### src/rtl/mul_div_unit.sv
// Signed multi-cycle multiply/divide: done pulses 17 cycles after an accepted start (1 for divide by zero).
// No backpressure: start is ignored while busy and never queued; results hold until the next load.
module mul_div_unit #(
  parameter int WIDTH = 16
) (
  input  logic             i_clk,
  input  logic             i_rst_n,
  input  logic             i_start,
  input  logic             i_op,
  input  logic [WIDTH-1:0] i_a,
  input  logic [WIDTH-1:0] i_b,
  output logic             o_busy,
  output logic             o_done,
  output logic [WIDTH-1:0] o_result_lo,
  output logic [WIDTH-1:0] o_result_hi,
  output logic             o_div_by_zero
);

  localparam int CW = $clog2(WIDTH);
  localparam logic [CW-1:0] LAST_ITER = CW'(WIDTH - 1);

  typedef enum logic [1:0] {
    S_IDLE,
    S_CALC,
    S_FIX,
    S_DONE
  } state_t;

  state_t r_state;
  state_t w_next;

  logic               r_op;
  logic               r_neg;
  logic               r_rem_neg;
  logic               r_dbz;
  logic [WIDTH-1:0]   r_opa;
  logic [WIDTH-1:0]   r_opb;
  logic [2*WIDTH-1:0] r_acc;
  logic [WIDTH-1:0]   r_rem;
  logic [CW-1:0]      r_cnt;
  logic [WIDTH-1:0]   r_lo;
  logic [WIDTH-1:0]   r_hi;
  logic               r_dz_out;

  logic               w_a_neg;
  logic               w_b_neg;
  logic [WIDTH-1:0]   w_mag_a;
  logic [WIDTH-1:0]   w_mag_b;
  logic               w_start_dbz;
  logic [2*WIDTH-1:0] w_addend;
  logic [2*WIDTH-1:0] w_acc_next;
  logic [WIDTH:0]     w_rem_sh;
  logic               w_qbit;
  logic [WIDTH-1:0]   w_rem_next;
  logic [2*WIDTH-1:0] w_prod;
  logic [WIDTH-1:0]   w_quo;
  logic [WIDTH-1:0]   w_rem_fix;

  assign w_a_neg     = i_a[WIDTH-1];
  assign w_b_neg     = i_b[WIDTH-1];
  assign w_mag_a     = w_a_neg ? -i_a : i_a;
  assign w_mag_b     = w_b_neg ? -i_b : i_b;
  assign w_start_dbz = i_op && (i_b == '0);

  // Shift-add: multiplier bit r_cnt selects |a| << r_cnt into the accumulator.
  assign w_addend   = r_opb[r_cnt] ? ({{WIDTH{1'b0}}, r_opa} << r_cnt) : '0;
  assign w_acc_next = r_acc + w_addend;

  // Restoring division: dividend bits leave the top of r_opa, quotient bits enter at the bottom.
  assign w_rem_sh   = {r_rem, r_opa[WIDTH-1]};
  assign w_qbit     = (w_rem_sh >= {1'b0, r_opb});
  assign w_rem_next = w_qbit ? WIDTH'(w_rem_sh - {1'b0, r_opb}) : w_rem_sh[WIDTH-1:0];

  assign w_prod    = r_neg ? -r_acc : r_acc;
  assign w_quo     = r_neg ? -r_opa : r_opa;
  assign w_rem_fix = r_rem_neg ? -r_rem : r_rem;

  always_comb begin
    w_next = r_state;
    case (r_state)
      S_IDLE: if (i_start) w_next = S_CALC;
      S_CALC: begin
        if (r_dbz) begin
          w_next = S_DONE;
        end else if (r_cnt == LAST_ITER) begin
          w_next = S_FIX;
        end
      end
      S_FIX:   w_next = S_DONE;
      S_DONE:  w_next = S_IDLE;
      default: w_next = S_IDLE;
    endcase
  end

  always_ff @(posedge i_clk or negedge i_rst_n) begin
    if (!i_rst_n) begin
      r_state <= S_IDLE;
    end else begin
      r_state <= w_next;
    end
  end

  // A zero divisor spends one cycle in CALC with the iteration datapath idle, then loads results.
  always_ff @(posedge i_clk or negedge i_rst_n) begin
    if (!i_rst_n) begin
      r_op      <= 1'b0;
      r_neg     <= 1'b0;
      r_rem_neg <= 1'b0;
      r_dbz     <= 1'b0;
      r_opa     <= '0;
      r_opb     <= '0;
      r_acc     <= '0;
      r_rem     <= '0;
      r_cnt     <= '0;
      r_lo      <= '0;
      r_hi      <= '0;
      r_dz_out  <= 1'b0;
    end else begin
      case (r_state)
        S_IDLE: begin
          if (i_start) begin
            r_op      <= i_op;
            r_opa     <= w_start_dbz ? i_a : w_mag_a;
            r_opb     <= w_mag_b;
            r_neg     <= w_a_neg ^ w_b_neg;
            r_rem_neg <= w_a_neg;
            r_dbz     <= w_start_dbz;
            r_acc     <= '0;
            r_rem     <= '0;
            r_cnt     <= '0;
          end
        end
        S_CALC: begin
          if (r_dbz) begin
            r_lo     <= '1;
            r_hi     <= r_opa;
            r_dz_out <= 1'b1;
          end else begin
            r_cnt <= r_cnt + CW'(1);
            if (!r_op) begin
              r_acc <= w_acc_next;
            end else begin
              r_rem <= w_rem_next;
              r_opa <= {r_opa[WIDTH-2:0], w_qbit};
            end
          end
        end
        S_FIX: begin
          if (!r_op) begin
            r_lo <= w_prod[WIDTH-1:0];
            r_hi <= w_prod[2*WIDTH-1:WIDTH];
          end else begin
            r_lo <= w_quo;
            r_hi <= w_rem_fix;
          end
          r_dz_out <= 1'b0;
        end
        default: begin
        end
      endcase
    end
  end

  assign o_busy        = (r_state != S_IDLE);
  assign o_done        = (r_state == S_DONE);
  assign o_result_lo   = r_lo;
  assign o_result_hi   = r_hi;
  assign o_div_by_zero = r_dz_out;

endmodule

### config.mk
export PLATFORM = sky130hd
export DESIGN_NAME = mul_div_unit
export DESIGN_NICKNAME = d
export VERILOG_FILES = /design/src/rtl/mul_div_unit.sv
export SDC_FILE = /design/constraint.sdc
export NUM_CORES = 1
export LEC_CHECK = 0
export ABC_CLOCK_PERIOD_IN_PS = 7090
export BUFFER_PORTS_ARGS = -buffer_cell sky130_fd_sc_hd__buf_2
export CAP_MARGIN = 20
export CORE_MARGIN = 2
export CORE_UTILIZATION = 50
export CTS_CLUSTER_SIZE = 20
export DETAILED_ROUTE_END_ITERATION = 7
export GPL_TIMING_DRIVEN = 1
export PLACE_DENSITY = 0.68
export SLEW_MARGIN = 15
export SYNTH_ARGS = -nofsm -noshare
export SYNTH_HDL_FRONTEND = slang
export SYNTH_SLANG_ARGS = --single-unit
### constraint.sdc
create_clock -name i_clk -period 7.09 [get_ports i_clk]
set_input_delay 1.0635 -clock i_clk [delete_from_list [all_inputs] [get_ports i_clk]]
set_output_delay 1.0635 -clock i_clk [all_outputs]
set_load 0.01 [all_outputs]
### After elaboration in Yosys (flattened, before gate mapping)

Cells that the tools add are included.

* register bits after elaboration: 123
* word-level logic and storage cells: 84
* memory bits (writable): 0
* memories kept: 0
* output and inout bits: 35
* latch bits: 0
* ROM bits: 0

* equality and inequality tests: 10
* add/subtract/negate cells: 8
* bitwise gates (word level): 1
* div/mod/pow operators: 0
* $lt $le $gt $ge: 2
* $mul: 0
* shift operators: 1
* muxes and demuxes: 37
* reductions and logical operators: 12

Operators by type and width (count)
* 2-to-1 mux 16 bit: 16
* 2-to-1 mux 32 bit: 5
* one-hot mux 16 bit (2 select lines): 4
* negator 16 bit: 4
* one-hot mux 32 bit (2 select lines): 1
* adder 32 bit: 1
* negator 32 bit: 1
* << shifter 16 x 4 -> 32 bit: 1
* >= comparator 17 x 16 -> 1 bit: 1
* zero test 16 bit: 1
* subtractor 16 bit: 1
* != test 2 bit (second input constant): 5
* 2-to-1 mux 4 bit: 2
* one-hot mux 2 bit (4 select lines): 1
* one-hot mux 4 bit (2 select lines): 1
* AND reduction 4 bit: 2
* 2-to-1 mux 2 bit: 3
* AND reduction 2 bit: 3
* nonzero test 2 bit: 3
* < comparator 4 x 5 -> 1 bit (second input constant): 1
* adder 4 x 1 -> 4 bit (second input constant): 1
* binary-select mux 1 bit (select 4 bit): 1
* == test 2 bit (second input constant): 2
* == test 4 bit (second input constant): 1
* other kinds (8): 9

### Logic depth before layout (Yosys ltp)

* word-level depth: 7
* depth in mapped cells: 21
* gate-level depth less buffers: 18

### Least setup slack after synthesis

Ideal clock, no wire load.

* path kind: reg-to-reg
* start: register r_cnt[0]
* end: register r_acc[30]
* data arrival time: 4.324 ns
* clock period less this slack: 4.450 ns
* path slack: 2.640 ns
* buffers on the path: 3
* stages on the path, launching flop included: 20
* cells stage by stage: dfrtp_1 clkbuf_1 mux4_2 nand2_1 o21ai_0 nand2_1 and2_1 clkbuf_1 clkbuf_1 a211oi_1 ha_1 a21o_1 a21o_1 a21o_1 a221oi_1 a21boi_0 o21a_1 nor2_1 o21ai_0 a221o_1

* cells in the longest elaborated chain, start to end: 7
* elaborated cells between the ends (all ways): 8
* those cells by class: add/sub: 1; shift: 1; mux: 6

Ends and longest elaborated chain
* start, declared: line 40 `logic [CW-1:0] r_cnt;`
* start signal, assigned: line 139 `r_cnt <= r_cnt + CW'(1);`
* binary-select mux 1 bit (select 4 bit): line 66 `assign w_addend = r_opb[r_cnt] ? ({{WIDTH{1'b0}}, r_opa} << r_cnt) : '0;`
* 2-to-1 mux 1 bit (not written as such): line 66
* 2-to-1 mux 32 bit *: line 66
* adder 32 bit *: line 67 `assign w_acc_next = r_acc + w_addend;`
* 2-to-1 mux 32 bit *: line 140 `if (!r_op) begin`
* 2-to-1 mux 32 bit *: line 134 `if (r_dbz) begin`
* one-hot mux 32 bit (2 select lines) *: line 119 `case (r_state)`
* end signal, assigned: line 141 `r_acc <= w_acc_next;`
* end, declared: line 38 `logic [2*WIDTH-1:0] r_acc;`

Mark *: on every way between the ends. The rest lies on a longest branch, timed or not. The select of a mux whose other input is x is not followed.
A chain may end at the register's enable or synchronous reset.

### Final worst setup path

* start: register r_cnt[1]
* end: register r_acc[30]

The elaborated chain is that of the path after synthesis.

==> results.tsv <==
metric	value	unit
slew_violations	0	
fin_util	0.557	
crit_path_start_kind	flop	
dp_hpwl	22500	um
antenna_left	0	
cts_inserted_buffers	17	
synthDistinctLibCells	70	
final.fill_count	1990	
min_period_over_period	0.734	
dieArea	22500	um^2
rows	53	
placed_area	11100	um^2
nets	1449	
syn_avg_cell_area	7.97	um^2
diodes	0	
dr.first_iter.drc_count	987	
die_h	150	um
start_util	0.508	
yosysWarnings	0	
leakage	5.33	nW
cpMaxStageDelayCell	dfrtp_1	
crit_path_end_kind	flop	
status	finished clean	
avgViaCountPerCell	5.98	
post_drt_wl_per_cell	18.6	um
yosysSeqAreaShare	0.289	
netlist_top_cells_area	dfrtp_1 29%, ha_1 6.7%, o21ai_0 6.2%	
min_path_type	reg -> reg	
min_from	r_opb[2]	
design_area	11700	um^2
core_area	21000	um^2
finalSetupViolCount	0	
synth_ff_type	dfrtp_1	
grt_first_pass_wirelength	49300	um
syn2layout_area_growth	9.64	%
drcViolationCount	0	
synth_area_leader_cell	dfrtp_1	
clock-skew-final	0.0119	ns
postCtsSetupBuffers	0	
hold_buffers	0	
routed_wl	30500	um
ys_ff_latch	123	
synth_edf_count	0	
cp_max_fo	30	
grt_overflow	0	
crit_start	r_cnt[1]	
fin_tns_setup	0	ns
cts_tree	built	
boundaryPins	71	
async_flop_share	1.00	
gp_congestion	0.918	
slowest_delay	0.96	ns
clkSinkCount	123	
worstPathArrival	5.52	ns
cts_resized	0	
htreeDepth	4	
p_per_area	503	nW/um^2
max_cap_violations	0	
root_buffer	clkbuf_16	
port_buffers	70	
slew_headroom	0.353	
clkTransAtPathRegs	0.06	ns
worstSetupPathType	reg -> reg	
grt_max_degree	73	
crit_path_cell_trace	inv_1, a21oi_1, a21o_1, o21ai_0, nand2_1, and2_1, a211oi_1, ha_1, a21o_1, a21o_1, a21o_1, a221oi_1, a21boi_0, o21a_1, nor2_1, o21ai_0, a221o_1	
firstDrtPassIters	5	
worst_slew_pin_slew	0.966	ns
hold_viol_final	0	
max-clock-path-buffers	2	
grtUsageTotal	0.279	
vias	9827	
required	7.40	ns
syn-num-nets	1430	
grt_pass1_vias	9099	
syn-cell-area	10600	um^2
layout-drive-gt1-share	0.105	
fmax	0.192	GHz
synthCells	1335	
rsz0062_at_grt	false	
synth_top_area_share	0.289	
die_w	150	um
worstSkewPairLatency	0.44	ns
path_common_cell	a21o_1	
period_needed	5.21	ns
ir_drop	277	uV
antenna_found_initial	1	
timing.rr.start	r_cnt[1]	
==> routing by layer <==
layer  up-vias  share of wire  track usage
li1       4807              -            -
met1      4651           0.45        0.381
met2       329           0.48        0.464
met3        38          0.050       0.0335
met4         2          0.019       0.0849
met5         -        0.00036            0
==> power by group <==
part           leakage [nW]  internal, W  total (W)  switching, W
logic                  3.50      0.00146    0.00365       0.00219
registers              1.57     0.000969    0.00140      0.000433
clock network         0.261     0.000451   0.000821      0.000370
total                  5.33      0.00288    0.00587       0.00299
==> state kept, by name, summed over array words and instances (netlist names) <==
| name | cells |
|---|---|
| r_cnt | 4 |
| o_result_lo | 16 |
| o_result_hi | 16 |
| r_state | 2 |
| r_dbz | 1 |
| r_neg | 1 |
| r_rem_neg | 1 |
| r_rem | 16 |
| r_opb | 16 |
| r_opa | 16 |
| o_div_by_zero | 1 |
| r_op | 1 |
| r_acc | 32 |
==> synthesized netlist by cell type (all sizes together) (8+ instances only) <==
cell type and count:
a211oi 29, a21o 28, a21oi 84, a22o 8, a31oi 14, and2 13
buf 18, clkbuf 64, dfrtp 123, ha 57, inv 54, mux2i 37
nand2 171, nand2b 17, nand3 16, nand4 8, nor2 118, nor2b 12
nor3 20, nor4 8, o21ai 138, o22a 16, o31ai 37, or3 13
xnor2 53, xor2 66
==> layout by cell type (no fill, tap or decap), types with 53 or more instances in the layout <==
cell type and instances:
ha_1 56, xor2_1 66, nand2_1 171, xnor2_1 53
buf_2 69, inv_1 54, nor2_1 118, a21oi_1 84
o21ai_0 131, dfrtp_1 122
==> worst max-delay path: cells and delay by family, from the launching register on <==
kind | cells | cell delay (ns)
buffers and inverters | 1 | 0.38
and+or+nand+nor | 3 | 0.93
adders and majority gates | 1 | 0.37
DFF | 1 | 0.96
AOI/OAI and AO/OA | 12 | 2.45
==> logic make-up after synthesis <==
kind of cell | count (synthesis) | synth area share
simple gates | 429 | 0.186
compound gates | 418 | 0.250
buf+inv | 136 | 0.0492
flops | 123 | 0.289
xor+xnor | 119 | 0.0979
fa+ha+maj | 59 | 0.0708
mux | 51 | 0.0570
==> per-stage QoR <==
| step | power, W | worst slack, ns | instances | hold slack, ns |
|---|---|---|---|---|
| 2_1_floorplan | 0.00406 | 2.64 | 1335 | 0.450 |
| 6_report | 0.00587 | 1.88 | 1642 | 0.476 |
| 3_3_place_gp | 0.00493 | 2.17 | 1609 | 0.462 |
| 4_1_cts | 0.00584 | 2.00 | 1641 | 0.484 |
| 3_5_place_dp | 0.00500 | 2.01 | 1609 | 0.471 |
| 5_1_grt | 0.00636 | 1.36 | 1642 | 0.519 |
==> final timing paths <==
kind                       slack (ns)              to  depth (start not counted)
setup / recovery                 1.88       r_acc[30]                         17
hold / removal                   0.48        r_opb[2]                          2
setup reg to reg                 1.88       r_acc[30]                         17
hold reg to reg                  0.48        r_opb[2]                          2
max in group asynchronous        4.92            r_op                          2
min in group asynchronous        0.68  o_result_lo[2]                          1
==> cell type report <==
class,count,area [um^2],share of cell area
sequential,123,3080,0.264
tap,275,344,0.0295
clock inverter,15,113,0.00965
inverter,54,203,0.0174
timing repair buffer,82,450,0.0386
clock buffer,17,425,0.0364
multi-input combinational,1076,7060,0.605
(Power assumes the default switching activity.)
